==> src/rtl/mul_seq_pkg.sv <==
// Shared definitions for the sequential-multiplier sequencer: default widths and FSM states.
package mul_seq_pkg;
  localparam int OP_W_DEF  = 8;
  localparam int RES_W_DEF = 16;

  typedef enum logic [2:0] {
    IDLE,
    LOAD,
    RUN,
    CAPT,
    DONE
  } state_t;
endpackage

==> src/rtl/mul_seq.sv <==
// Sequencer for an external repeated-add multiplier: buffers one operand pair,
// loads the multiplier, waits op_b+1 run cycles, then holds the product for the consumer.
module mul_seq
  import mul_seq_pkg::*;
#(
  parameter int OP_W  = OP_W_DEF,
  parameter int RES_W = RES_W_DEF
) (
  input  logic             clk,
  input  logic             rst_n,
  input  logic             in_valid,
  output logic             in_ready,
  input  logic [OP_W-1:0]  in_a,
  input  logic [OP_W-1:0]  in_b,
  output logic             mul_load,
  output logic [OP_W-1:0]  mul_a,
  output logic [OP_W-1:0]  mul_b,
  input  logic [RES_W-1:0] mul_result,
  output logic             out_valid,
  input  logic             out_ready,
  output logic [RES_W-1:0] out_data,
  output logic             busy
);

  state_t             state_q, state_d;
  logic [OP_W-1:0]    pend_a_q, pend_a_d;
  logic [OP_W-1:0]    pend_b_q, pend_b_d;
  logic               pend_full_q, pend_full_d;
  logic [OP_W-1:0]    op_a_q, op_a_d;
  logic [OP_W-1:0]    op_b_q, op_b_d;
  logic [OP_W-1:0]    cnt_q, cnt_d;
  logic               out_valid_q, out_valid_d;
  logic [RES_W-1:0]   out_data_q, out_data_d;

  always_ff @(posedge clk or negedge rst_n) begin
    if (!rst_n) begin
      state_q     <= IDLE;
      pend_a_q    <= '0;
      pend_b_q    <= '0;
      pend_full_q <= 1'b0;
      op_a_q      <= '0;
      op_b_q      <= '0;
      cnt_q       <= '0;
      out_valid_q <= 1'b0;
      out_data_q  <= '0;
    end else begin
      state_q     <= state_d;
      pend_a_q    <= pend_a_d;
      pend_b_q    <= pend_b_d;
      pend_full_q <= pend_full_d;
      op_a_q      <= op_a_d;
      op_b_q      <= op_b_d;
      cnt_q       <= cnt_d;
      out_valid_q <= out_valid_d;
      out_data_q  <= out_data_d;
    end
  end

  always_comb begin
    state_d     = state_q;
    pend_a_d    = pend_a_q;
    pend_b_d    = pend_b_q;
    pend_full_d = pend_full_q;
    op_a_d      = op_a_q;
    op_b_d      = op_b_q;
    cnt_d       = cnt_q;
    out_valid_d = out_valid_q;
    out_data_d  = out_data_q;

    unique case (state_q)
      IDLE: begin
        if (pend_full_q) begin
          op_a_d      = pend_a_q;
          op_b_d      = pend_b_q;
          pend_full_d = 1'b0;
          state_d     = LOAD;
        end
      end
      LOAD: begin
        cnt_d   = op_b_q;
        state_d = RUN;
      end
      RUN: begin
        // Counter stops at zero, so it never wraps even for op_b = all ones.
        if (cnt_q == '0) state_d = CAPT;
        else             cnt_d   = cnt_q - OP_W'(1);
      end
      CAPT: begin
        out_data_d  = mul_result;
        out_valid_d = 1'b1;
        state_d     = DONE;
      end
      DONE: begin
        if (out_valid_q && out_ready) begin
          out_valid_d = 1'b0;
          state_d     = IDLE;
        end
      end
      default: state_d = IDLE;
    endcase

    // Accept only into an empty buffer; a drain above can never coincide with it.
    if (in_valid && !pend_full_q) begin
      pend_a_d    = in_a;
      pend_b_d    = in_b;
      pend_full_d = 1'b1;
    end
  end

  assign in_ready  = !pend_full_q;
  assign mul_load  = (state_q != LOAD);
  assign mul_a     = op_a_q;
  assign mul_b     = op_b_q;
  assign out_valid = out_valid_q;
  assign out_data  = out_data_q;
  assign busy      = (state_q != IDLE);

endmodule

==> config.mk <==
export PLATFORM = sky130hd
export DESIGN_NAME = mul_seq
export DESIGN_NICKNAME = d
export VERILOG_FILES = /design/src/rtl/mul_seq_pkg.sv /design/src/rtl/mul_seq.sv
export SDC_FILE = /design/constraint.sdc
export NUM_CORES = 1
export LEC_CHECK = 0
export BUFFER_PORTS_ARGS = -buffer_cell sky130_fd_sc_hd__buf_4
export CAP_MARGIN = 20
export CORE_MARGIN = 2
export CORE_UTILIZATION = 39
export CTS_BUF_LIST = sky130_fd_sc_hd__clkbuf_4
export DETAILED_ROUTE_END_ITERATION = 16
export PLACE_DENSITY_LB_ADDON = 0.12
export SLEW_MARGIN = 20
export SYNTH_ARGS = -nofsm -noshare
export SYNTH_HDL_FRONTEND = slang
export SYNTH_SLANG_ARGS = --single-unit
==> constraint.sdc <==
create_clock -name clk -period 3.45 [get_ports clk]
set_clock_uncertainty 0.2 [all_clocks]
set_input_delay 0.1725 -clock clk [delete_from_list [all_inputs] [get_ports clk]]
set_output_delay 0.1725 -clock clk [all_outputs]
set_load 0.02 [all_outputs]
# Word level (Yosys, flattened, before mapping)
# Index checks and enable logic that the tools add are counted.
# word_totals
reg_bits	61
input_bits	36
output_inout_bits	36
elab_cells	42
# classes
n_addsub	1
eq_ne	9
mux	10
n_reduce_logical	13
# ops
op	n
$pmux 8 s2	1
$pmux 3 s5	1
$mux 3	3
$logic_not 8->1	1
$mux 8	1
$ne 2x2->1 const B	4
$sub 8x1->8 const B	1
$eq 3x2->1 const B	2
$reduce_and 2->1	3
$reduce_bool 2->1	3
$eq 3x1->1 const B	1
$eq 3x3->1 const B	1
$logic_not 3->1	1
$mux 1	3
$ne 3x1->1 const B	1
$reduce_and 3->1	1
$reduce_bool 3->1	1
$logic_and 1x1->1	2
$pmux 1 s2	1
$logic_not 1->1	1

# Logic depth before layout (Yosys ltp)
# logic_depth
depth_word	3
mapped_depth	7
mapped_depth_nobuf	6

# Worst setup path after synthesis
# OpenSTA, ideal clock, no wires.
# synth_path
path_kind	reg-to-reg
startpoint	register state_q[1]
endpoint	register op_a_q[0], in the netlist mul_a[0]
setup_ns	0.125
arrival_ns	1.862
required_time_ns	3.125
setup_slack_ns	1.264
stages_incl_launch_ff	6
n_path_buf	2
synth_period_minus_slack_ns	2.186
cell_sequence	dfrtp_1 -> clkbuf_1 -> or3_1 -> nor2_2 -> buf_4 -> mux2_2
# synth_via
elab_chain_cells	2
# synth_rtl
element	line	source
from (decl)	mul_seq.sv:25	state_t state_q, state_d;
from (signal assigned)	mul_seq.sv:47	state_q <= state_d;
$logic_not 3->1	mul_seq.sv:70	unique case (state_q)
$reduce_and 2->1 (no source line)	n/a	
to (signal assigned)	mul_seq.sv:51	op_a_q <= op_a_d;
to (decl)	mul_seq.sv:29	logic [OP_W-1:0] op_a_q, op_a_d;
# No other way between the ends.
# A chain may end at the register's enable or synchronous reset.

# Final worst setup path
# layout_path
startpoint	register state_q[1]
endpoint	register op_b_q[6], in the netlist mul_b[6]
# layout_via
elab_chain_cells	2
# layout_rtl
element	line	source
$logic_not 3->1	mul_seq.sv:70	
$reduce_and 2->1 (no source line)	n/a	
to (signal assigned)	mul_seq.sv:52	op_b_q <= op_b_d;
to (decl)	mul_seq.sv:30	logic [OP_W-1:0] op_b_q, op_b_d;
# No other way between the ends.

==> insert_results.sql <==
INSERT INTO impl_metrics (metric_group, metric, value, unit) VALUES
('synthesis', 'postSynthRegisterBits', '61', ''),
('global_routing', 'largest_net_degree_at_the_start_of_global_routing', '62', ''),
('global_routing', 'number_of_global_route_vias_before_repair', '1883', ''),
('die', 'die_outline_area', '7282', 'um2'),
('die', 'top_level_ports', '72', ''),
('sta', 'hold_viol', '0', ''),
('sta', 'clock_period_minus_final_worst_setup_slack', '2.315', 'ns'),
('clock_network', 'cts_root_buffer_type', 'sky130_fd_sc_hd__clkbuf_4', ''),
('worst_setup_path', 'cp_cell_sequence', 'or3_1, nor2_2, mux2_2', ''),
('clock_network', 'clock_tree.htree_level_count', '3', ''),
('synthesis', 'synth_instances', '188', ''),
('die', 'core.rowCount', '29', ''),
('final_layout', 'nNetsFinal', '334', ''),
('detailed_routing', 'route.detailed.drc', '0', ''),
('synthesis', 'synth-seq-area-share', '0.5917', ''),
('synthesis', 'synth_area_leaders', 'sky130_fd_sc_hd__dfrtp_1 (59%), sky130_fd_sc_hd__mux2_2 (21%), sky130_fd_sc_hd__o2bb2ai_1 (1.7%)', ''),
('synthesis', 'synth_area_per_cell', '13.72', 'um2'),
('sta', 'rsz0062_at_grt', 'false', ''),
('worst_setup_path', 'crit_path_max_incr_delay', '0.68', 'ns'),
('pwr', 'power.density', '390.7', 'nW/um2'),
('clock_network', 'tritoncts', 'built', ''),
('sta', 'fmax', '432.0', 'MHz'),
('place', 'pre_cts_ws', '1.105', 'ns'),
('worst_setup_path', 'arrival', '2.39', 'ns'),
('sta', 'number_of_endpoints_failing_setup_at_the_final_stage', '0', ''),
('worst_setup_path', 'timing.critical_path.from_type', 'register', ''),
('worst_setup_path', 'timing.critical_path.to_type', 'register', ''),
('clock_network', 'path_clk_slew', '0.10', 'ns'),
('detailed_routing', 'drt_first_pass_iters', '4', ''),
('sta', 'layout_setup_ws', '1.135', 'ns'),
('clock_network', 'max-clock-path-buffers', '2', ''),
('die', 'die-height', '85.34', 'um'),
('detailed_routing', 'post_drt_via_cell_ratio', '5.037', ''),
('place', 'globalplace.congestion', '0.7620', ''),
('place', 'placed_cells_incl_taps', '327', ''),
('die', 'start_util', '0.4040', ''),
('place', 'port_buffers', '71', ''),
('clock_network', 'number_of_buffers_added_by_the_clock_tree_synthesis_step', '9', ''),
('detailed_routing', 'wl_per_cell', '14.65', 'um'),
('worst_setup_path', 'worst-endpoint-required', '3.53', 'ns'),
('sta', 'share_of_the_clock_period_used_by_the_worst_path', '0.6710', ''),
('global_routing', 'global_route.overflow_total', '0', ''),
('worst_setup_path', 'cp_slowest_cell', 'sky130_fd_sc_hd__nor2_2', ''),
('synthesis', 'postSynth.asyncResetShare', '1.000', ''),
('synthesis', 'mappedNetlistNets', '226', ''),
('synthesis', 'ys_top_cells_by_count', 'sky130_fd_sc_hd__dfrtp_1 (61), sky130_fd_sc_hd__mux2_2 (47), sky130_fd_sc_hd__nor2_1 (8)', ''),
('job', 'drv_cap', '0', ''),
('outcome', 'status', 'completed', ''),
('synthesis', 'number_of_warnings_issued_by_yosys', '0', ''),
('clock_network', 'clk-insertion-delay-late', '0.39', 'ns'),
('final_layout', 'finish.instance_area', '3661', 'um2'),
('final_layout', 'antennaDiodeCount', '0', ''),
('die', 'design.core.area', '6386', 'um2'),
('global_routing', 'initial_antenna_violation_count', '0', ''),
('detailed_routing', 'total_length_of_routed_wires', '5509', 'um'),
('final_layout', 'instances_no_fill', '376', ''),
('worst_hold_path', 'hold_path.class', 'in -> async', ''),
('place', 'placed_area', '3166', 'um2'),
('die', 'die_width', '85.34', 'um'),
('sta', 'setup_total_negative_slack', '0', 'ns'),
('synthesis', 'post-synth-top-area-cell', 'sky130_fd_sc_hd__dfrtp_1', ''),
('synthesis', 'post_synth_instance_area', '2580', 'um2'),
('synthesis', 'synthDistinctLibCells', '37', ''),
('sta', 'worst_pin_slew', '0.8684', 'ns'),
('final_layout', 'share_of_final_layout_standard_cells_stronger_than_drive_strength_1', '0.4615', ''),
('sta', 'relSlewSlack', '0.4204', ''),
('pwr', 'totalPowerFinal', '1430', 'uW'),
('synthesis', 'postSynth.topFlopCell', 'sky130_fd_sc_hd__dfrtp_1', ''),
('detailed_routing', 'final_antenna_net_count', '0', ''),
('global_routing', 'grt_first_pass_wirelength', '9163', 'um'),
('worst_setup_path', 'crit_type', 'reg -> reg', '');
==> cell families (layout without fill, tap and decap cells) <==
logic type | after synthesis | after routing | share of synthesized area
AOI/OAI and AO/OA | 25 | 25 | 0.07032
and+or+nand+nor | 35 | 35 | 0.08244
xor gates and xnor gates | 1 | 1 | 0.003395
DFF | 61 | 61 | 0.5917
adders and majority gates | 2 | 2 | 0.009698
buffers and inverters | 15 | 126 | 0.02716
muxes | 49 | 49 | 0.2153
==> stage by stage <==
stage	hold slack [ns]	util
after floorplan	-0.3231	-
after global placement	0.1070	0.4957
after detailed placement	0.1027	0.4957
after CTS	0.2051	0.5733
after global routing	0.2413	0.5733
final	0.1775	0.5733
==> cell type report <==
cell class | count | area, um2
multi-input cells | 112 | 983.4
inverters | 5 | 18.77
clock buffers | 9 | 67.56
flip-flops and latches | 61 | 1526
repair buffers | 107 | 890.9
clock inverters | 5 | 77.57
well taps | 77 | 96.34
fillers | 557 | 2725
==> worst max-delay path, delay by kind of cell, from the launching register on <==
kind / cells / cell delay (ns)
AND/OR/NAND/NOR: 2 / 1.12
flip-flops: 1 / 0.48
multiplexers: 1 / 0.41
==> state kept, by name (all words and copies together) (netlist names) <==
register,count
pend_b_q,8
state_q,3
mul_b,8
mul_a,8
pend_full_q,1
cnt_q,8
pend_a_q,8
out_data,16
out_valid,1
==> report_power, final <==
group	total (uW)	internal, uW	leakage (uW)	switching [uW]
registers	759	746	0.000780	13.9
clock network	537	284	0.0000793	253
logic	134	84.9	0.000890	49.0
total	1430	1110	0.00175	316
==> metal layers <==
layer | vias up | track usage | share of wire | routed length, um
li1 | 895 | - | - | -
met1 | 933 | 0.2128 | 0.44 | 2418
met2 | 56 | 0.2550 | 0.49 | 2714
met3 | 10 | 0.05545 | 0.054 | 297
met4 | 0 | 0.05339 | 0.014 | 79
met5 | - | 0 | 0 | 0
==> final timing paths <==
path | depth (start not counted) | to | start | slack [ns]
max | 3 | mul_b[6] | state_q[1] | 1.14
min | 2 | cnt_q[7] | rst_n | 0.18
max reg2reg | 3 | mul_b[6] | state_q[1] | 1.14
min reg2reg | 1 | mul_b[0] | pend_b_q[0] | 0.30
max in group asynchronous | 2 | cnt_q[6] | rst_n | 2.35
min in group clk | 1 | mul_b[0] | pend_b_q[0] | 0.30
==> placed cells by master, fill, tap and decap left out, types with 2 or more instances in the layout <==
master | synthesis | routed
sky130_fd_sc_hd__mux2_2 | 47 | 47
sky130_fd_sc_hd__dfrtp_1 | 61 | 61
sky130_fd_sc_hd__nor2_1 | 8 | 8
sky130_fd_sc_hd__o211ai_1 | 4 | 4
sky130_fd_sc_hd__a211oi_1 | 3 | 3
sky130_fd_sc_hd__buf_4 | 1 | 72
sky130_fd_sc_hd__a2bb2oi_1 | 2 | 2
sky130_fd_sc_hd__nor3_1 | 2 | 2
sky130_fd_sc_hd__or3_1 | 4 | 4
sky130_fd_sc_hd__o21ai_1 | 2 | 2
sky130_fd_sc_hd__nand2_1 | 6 | 6
sky130_fd_sc_hd__nor4_1 | 2 | 2
sky130_fd_sc_hd__clkbuf_4 | 0 | 9
sky130_fd_sc_hd__a21oi_1 | 3 | 3
sky130_fd_sc_hd__inv_1 | 5 | 5
sky130_fd_sc_hd__nor2b_1 | 2 | 2
sky130_fd_sc_hd__nor3b_1 | 2 | 2
sky130_fd_sc_hd__a22oi_1 | 3 | 3
sky130_fd_sc_hd__ha_1 | 2 | 2
sky130_fd_sc_hd__bufinv_16 | 0 | 2
sky130_fd_sc_hd__o2bb2ai_1 | 5 | 5
sky130_fd_sc_hd__dlygate4sd3_1 | 0 | 35
sky130_fd_sc_hd__nand2b_1 | 2 | 2
==> what timing repair did <==
item | 4_1_cts | 5_1_grt
endpoints found under the hold margin | 96 | 0
buffers inserted | 0 | 0
resized for setup | 0 | 0
hold buffers | 35 | 0
No activity file was read; power rests on OpenSTA's default activity.
